===== src/rtl/vga_draw_arbiter.sv =====
// Round-robin arbiter sharing one VGA adapter pixel-write port between three renderers.
// A watchdog revokes any grant held longer than TIMEOUT cycles.
module vga_draw_arbiter #(
  parameter int TIMEOUT   = 20480,
  parameter int TIMEOUT_W = 15
) (
  input  logic        iClock,
  input  logic        iReset,
  input  logic [2:0]  iReq,
  input  logic [2:0]  iDone,
  input  logic [2:0]  iPlot,
  input  logic [23:0] iX,
  input  logic [20:0] iY,
  input  logic [8:0]  iColour,
  output logic [2:0]  oGrant,
  output logic [7:0]  oX,
  output logic [6:0]  oY,
  output logic [2:0]  oColour,
  output logic        oPlot,
  output logic        oBusy,
  output logic        oTimeout,
  output logic [1:0]  oState
);

  typedef enum logic [1:0] {
    IDLE    = 2'd0,
    GRANT   = 2'd1,
    RELEASE = 2'd2
  } state_t;

  state_t                 state_q, state_d;
  logic [2:0]             grant_q, grant_d;
  logic [1:0]             last_q, last_d;
  logic [TIMEOUT_W-1:0]   wd_q, wd_d;
  logic                   timeout_q, timeout_d;

  logic [1:0] c0, c1, c2, win, gid;
  logic       req_g, done_g, wd_last;

  function automatic logic [1:0] inc3(input logic [1:0] v);
    return (v >= 2'd2) ? 2'd0 : v + 2'd1;
  endfunction

  function automatic logic [2:0] onehot(input logic [1:0] id);
    case (id)
      2'd0:    return 3'b001;
      2'd1:    return 3'b010;
      2'd2:    return 3'b100;
      default: return 3'b000;
    endcase
  endfunction

  // Search order starts just after the previous winner so it drops to lowest priority.
  assign c0  = inc3(last_q);
  assign c1  = inc3(c0);
  assign c2  = inc3(c1);
  assign win = iReq[c0] ? c0 : (iReq[c1] ? c1 : c2);

  assign gid     = grant_q[2] ? 2'd2 : (grant_q[1] ? 2'd1 : 2'd0);
  assign req_g   = |(iReq & grant_q);
  assign done_g  = |(iDone & grant_q);
  assign wd_last = (wd_q == TIMEOUT_W'(TIMEOUT - 1));

  always_ff @(posedge iClock or posedge iReset) begin
    if (iReset) begin
      state_q   <= IDLE;
      grant_q   <= 3'b000;
      last_q    <= 2'd2;
      wd_q      <= '0;
      timeout_q <= 1'b0;
    end else begin
      state_q   <= state_d;
      grant_q   <= grant_d;
      last_q    <= last_d;
      wd_q      <= wd_d;
      timeout_q <= timeout_d;
    end
  end

  always_comb begin
    state_d   = state_q;
    grant_d   = grant_q;
    last_d    = last_q;
    wd_d      = wd_q;
    timeout_d = 1'b0;
    case (state_q)
      IDLE: begin
        if (|iReq) begin
          grant_d = onehot(win);
          wd_d    = '0;
          state_d = GRANT;
        end
      end
      GRANT: begin
        wd_d = wd_q + TIMEOUT_W'(1);
        // A done/abort on the last allowed cycle is a normal exit, not a timeout.
        if (done_g || !req_g || wd_last) begin
          state_d   = RELEASE;
          grant_d   = 3'b000;
          last_d    = gid;
          timeout_d = wd_last && done_g == 1'b0 && req_g;
        end
      end
      RELEASE: begin
        state_d = IDLE;
        grant_d = 3'b000;
      end
      default: begin
        state_d = IDLE;
        grant_d = 3'b000;
      end
    endcase
  end

  always_comb begin
    oX      = 8'd0;
    oY      = 7'd0;
    oColour = 3'd0;
    oPlot   = 1'b0;
    if (state_q == GRANT) begin
      case (grant_q)
        3'b001: begin
          oX = iX[7:0];   oY = iY[6:0];   oColour = iColour[2:0]; oPlot = iPlot[0];
        end
        3'b010: begin
          oX = iX[15:8];  oY = iY[13:7];  oColour = iColour[5:3]; oPlot = iPlot[1];
        end
        3'b100: begin
          oX = iX[23:16]; oY = iY[20:14]; oColour = iColour[8:6]; oPlot = iPlot[2];
        end
        default: begin
          oPlot = 1'b0;
        end
      endcase
    end
  end

  assign oGrant   = grant_q;
  assign oBusy    = (state_q != IDLE);
  assign oTimeout = timeout_q;
  assign oState   = state_q;

endmodule

===== config.mk =====
export PLATFORM = sky130hd
export DESIGN_NAME = vga_draw_arbiter
export DESIGN_NICKNAME = d
export VERILOG_FILES = /design/src/rtl/vga_draw_arbiter.sv
export SDC_FILE = /design/constraint.sdc
export NUM_CORES = 1
export LEC_CHECK = 0
export CORE_MARGIN = 4
export CORE_UTILIZATION = 35
export DETAILED_ROUTE_END_ITERATION = 12
export GPL_ROUTABILITY_DRIVEN = 0
export PLACE_DENSITY = 0.77
export SYNTH_ARGS = -nofsm -noshare
export SYNTH_HDL_FRONTEND = slang
export SYNTH_SLANG_ARGS = --single-unit

===== constraint.sdc =====
create_clock -name iClock -period 1.98 [get_ports iClock]
set_input_delay 0.495 -clock iClock [delete_from_list [all_inputs] [get_ports iClock]]
set_output_delay 0.495 -clock iClock [all_outputs]
set_load 0.005 [all_outputs]

; ---- Yosys cells after proc, flatten, opt, wreduce, memory -nomap -nowiden
; Cells that the tools add are included.
[totals]
reg_bits = 23
latch_bits = 0
ram_bits = 0
mem_bits_ro = 0
inputBits = 65
out_inout_bits = 26
wordCells = 71
n_memories = 0
[classes]
addsub = 4
mul = 0
div = 0
order_cmp = 5
eq_ne = 9
shift = 0
n_mux = 30
bitwise = 3
reduce_logical = 15
[ops]
columns = operator, count
row1 = $pmux W15 S2, 1
row2 = $pmux W8 S3, 1
row3 = $pmux W7 S3, 1
row4 = $pmux W3 S3, 2
row5 = $mux W2, 8
row6 = $add A15 B1 Y15 const B, 1
row7 = $eq A15 B15 Y1 const B, 1
row8 = $mux W15, 1
row9 = $mux W3, 3
row10 = $reduce_or A3 Y1, 3
row11 = $mux W8, 1
row12 = $mux W7, 1
row13 = $add A2 B1 Y2 const B, 3
row14 = $and A3 B3 Y3, 2
row15 = $ge A2 B2 Y1 const B, 3
row16 = $lt A2 B3 Y1 const B, 2
row17 = $mux W1, 6
row18 = $pmux W3 S2, 1
row19 = $reduce_and A2 Y1, 3
row20 = $bmux W1 S2, 2
row21 = $eq A2 B1 Y1 const B, 2
row22 = $logic_not A2 Y1, 2
row23 = $ne A2 B2 Y1 const B, 2
row24 = $pmux W2 S2, 1
row25 = other kinds (10), 13

; ---- Depth between registers and ports, before layout
[depth]
word_depth = 12
mapped_depth = 6
depth_no_buf = 5

; ---- Worst setup path before layout
; Ideal clock, no wire load.
[synth_timing]
kind = reg2out
startpoint = register grant_q[0], in the netlist oGrant[0]
endpoint = output oX[0]
arrival_ns = 1.521
required_time_ns = 1.485
setup_slack_ns = -0.036
path_stages_with_launch = 5
n_path_buf = 1
cell_sequence = dfrtp_1 > nor2b_1 > o311ai_2 > clkbuf_1 > nor2_1
[synth_between]
elab_chain_cells = 3
elab_cells_between_ends = 5
cone_classes = eq/ne: 3 / mux: 2
[synth_rtl]
columns = item, line_no
row1 = "start, declared", 32  ; logic [2:0] grant_q, grant_d;
row2 = "start signal, assigned", 73  ; grant_q <= grant_d;
row3 = $eq A3 B3 Y1 (tied with other cells), 121  ; case (grant_q)
row4 = $pmux W8 S3 (*), 121
row5 = $mux W8 (*), 120  ; if (state_q == GRANT) begin
row6 = "end, declared", 16  ; output logic [7:0] oX,
; Every way passes the cells marked *; elsewhere a longest branch is shown, timed or not.

; ---- Worst setup path after layout
[layout_timing]
startpoint = register grant_q[1], in the netlist oGrant[1]
endpoint = output oY[0]
[layout_between]
elab_chain_cells = 3
elab_cells_between_ends = 5
cone_classes = eq/ne: 3 / mux: 2
[layout_rtl]
columns = item, line_no
row1 = $eq A3 B3 Y1 (tied with other cells), 121
row2 = $pmux W7 S3 (*), 121
row3 = $mux W7 (*), 120
row4 = "end, declared", 17  ; output logic [6:0] oY,
; Marks and branches as above.

==> results by group <==
Setup path
  • Worst r2r path cells: 5
  • Cell mode on critical path: buf_12
  • Crit-path cells: nor2b_4, buf_6, buf_12, buf_12, a22o_1, a22oi_2, nor2_2, buf_2
  • Reg2Reg Launch Point: wd_q[1]
  • R2R Setup Slk: 0.05 ns
  • CP Max Fanout: 5
  • WP data required: 1.48 ns
  • Reg2reg end: last_q[0]
  • Crit path launch type: register
  • CP Class: register to output pin
  • Slowest-stage cell, CP: dfrtp_1
  • Crit path largest cell delay: 0.42 ns
  • CP Data Arrival Time: 1.72 ns
  • Crit. End Element: output pin

Synthesis
  • Main synth FF type: dfrtp_1
  • Post-Synth Simple-Gate Area: 23.4%
  • EDFF count, synth: 0
  • Area share of fa/ha/maj cells after synthesis: 0.759%
  • Post-Synth XOR/XNOR Area: 0%
  • Net Count, Synth: 259
  • Synth cell types: 41
  • Compound-Gate Fraction of Synth Area: 32.1%
  • Seq/Total Area, Yosys: 35.0%
  • Mux share of post-synthesis cell area: 3.64%
  • Largest family of logic cells by synthesized area: compound AO/OA/AOI/OAI gates
  • Post-Syn Instances: 193
  • Mapped cell area: 1650 um^2
  • Avg Synthesized Cell Area: 8.54 um^2
  • #FFs+latches synth: 23
  • Synth warnings: 0
  • Post-synth ARST share: 100%

Worst hold path
  • Hold path startpoint: wd_q[14]
  • Hold Path End: wd_q[14]
  • HP Class: register to register
  • Hold Path Depth: 1

STA
  • Final Max Tran Viols: 0
  • Final worst path period share: 112%
  • Final setup fails: 19
  • Minimum clock period: 2.21 ns
  • Max Freq: 0.452 GHz
  • Setup WS post-layout: -0.233 ns
  • Setup Skew: 0.00477 ns
  • Slew @ Worst Pin: 0.409 ns
  • Final Hold Vio Count: 0
  • RSZ-0062 raised after global routing: yes
  • Hold Slack: 0.487 ns
  • Max-slew headroom: 72.7%

Floorplan
  • CORE AREA: 4440 um^2
  • Die area: 5870 um^2
  • I/O pin cnt: 91
  • Die height: 76.6 um
  • Row cnt: 24
  • Die X: 76.6 um
  • Starting Density: 37.1%

CTS
  • Clk slew on worst S/H paths: 0.08 ns
  • CTS Hold Bufs: 0
  • CTS tree: yes
  • Clock Latency Late Sink: 0.27 ns
  • Clk sinks: 23
  • Root Driver: clkbuf_8
  • Cts bufs inserted: 3
  • H-tree depth: 1
  • Clk buf depth: 2

Finish
  • Util after Layout: 69.4%
  • Area delta synth->final: 87.1%
  • Finished Layout Cells: 370
  • Share of cells above drive strength 1: 34.0%
  • Reg area: 578 um^2
  • Multi-input logic area: 1140 um^2
  • # diodes: 0
  • Fin nets: 385
  • Filler instances: 336

Placement
  • DPL Wire Length: 4580 um
  • Placed cell count: 359
  • Port bufs: 90
  • Pre-CTS WS: -0.329 ns

Global route
  • First-pass GRT wire length: 9690 um
  • Largest net degree at the start of global routing: 24
  • Initial antenna violation count: 0
  • GRT Overall Usage: 19.9%
  • Vias in the first global route: 2073
  • Overflow after GRT: 0

Detailed routing
  • DR vias: 2049
  • Antenna viol nets, final: 0
  • Initial drt markers: 116
  • Drt first pass iters: 4
  • Via/cell ratio: 5.54
  • Routed len/inst: 16.1 um
  • WL final: 5960 um
  • DRC: 0

Power and ir drop
  • LEAKAGE: 1.35 nW
  • Sw power: 0.00121 W
  • Cell Pwr Density: 1010 nW/um^2
  • Combinational power share: 69.6%
  • Seq pwr share: 20.7%
  • Pint: 0.00189 W
  • Power Total: 0.00310 W
  • VDD IR-drop max: 0.582 mV
  • Clock power frac: 9.7%
  • Sw Ratio: 38.9%

Run status
  • Status: finished with violations
  • Failing checks: setup timing

Flow run
  • Max cap viols: 0
## layout by cell type, fill, tap and decap left out, types with 4 or more instances in the layout
master           netlist  final
nor2_1                24     10
buf_12                 0      4
o21ai_0               12     11
a22oi_2                0     11
o31ai_1                4      4
a22o_1                19     19
clkdlybuf4s50_1        0     70
buf_4                  2     32
buf_2                  2     18
nor2_2                 0     11
nand3_1               10     10
nand2_1               16     16
inv_1                  7      7
a22oi_1               19      8
buf_6                  0      8
dfrtp_1               22     21
o211ai_1               4      4
## cell type report
type,instances,share of cell area (%)
sequential,23,18.7
tap,52,2.11
clock buffer,4,1.46
multi-input combinational,150,37.0
timing repair buffer,134,39.8
inverter,7,0.852
## critical path, delay by kind of cell (launching register included)
kind	cells	cell delay, ns
buf+inv	4	0.49
simple gates	2	0.21
compound gates	2	0.33
flops	1	0.42
## through the flow
step	area, um^2	TNS [ns]
floorplan	1670	0
global placement	2890	-5.36
detailed placement	2890	-6.00
CTS	3000	-3.88
global route	3090	-5.33
finish	3090	-3.87
## what timing repair did
action,in CTS,in global routing
gates resized for setup,105,20
gates cloned,2,0
setup buffers,5,1
setup endpoints to repair,20,22
pin swaps,19,4
## metal layers
metal  vias to the layer above  wire, um  GRT usage [%]
met2                        90      2980           35.5
li1                        984         -              -
met1                       957      2440           24.0
met3                        18       413           4.02
met4                         0       128           5.43
met5                         -         0              0
## power by group through the flow
stage / Combinational (W) / Clock [W] / Sequential (W)
2_1_floorplan: 0.000861 / 0 / 0.000659
3_3_place_gp: 0.00179 / 0 / 0.000635
3_5_place_dp: 0.00181 / 0 / 0.000637
4_1_cts: 0.00203 / 0.000303 / 0.000639
5_1_grt: 0.00233 / 0.000331 / 0.000654
6_report: 0.00216 / 0.000300 / 0.000643
## flip-flops by register name (all words and copies together), names as in the netlist
register / flops
last_q: 2
oGrant: 3
oState: 2
wd_q: 15
oTimeout: 1
## cells by family after synthesis
family / after synthesis
buffers and inverters: 20
AND/OR/NAND/NOR: 73
multiplexers: 5
adder cells (fa/ha/maj): 1
AO/OA/AOI/OAI: 71
flip-flops: 23
## worst max-delay path by stage
stage,startpoint,to
after global placement,iX[7],oX[7]
after global routing,oGrant[1],oX[7]
after detailed placement,iY[1],oY[1]
after CTS,oGrant[1],oColour[0]
after floorplan,oGrant[0],oY[3]
final,oGrant[1],oY[0]
## cells in the mapped netlist (2+ instances only)
cell	n	area (um^2)
a22o_1	19	166
mux2i_1	3	30.0
nand2_1	16	60.1
buf_4	2	15.0
nor2b_1	5	31.3
o22ai_1	3	18.8
nor2_1	24	90.1
a222oi_1	2	20.0
o211ai_1	4	30.0
nand2b_1	2	12.5
o31ai_1	4	30.0
nor3_1	2	10.0
dfrtp_1	22	551
a31oi_1	2	12.5
buf_2	2	10.0
clkbuf_1	9	33.8
a22oi_1	19	143
and3_1	2	12.5
nand3_1	10	50.1
o21ai_0	12	60.1
a21oi_1	2	10.0
mux2_4	2	30.0
inv_1	7	26.3
Note: power is estimated with default switching activity, not from simulation.
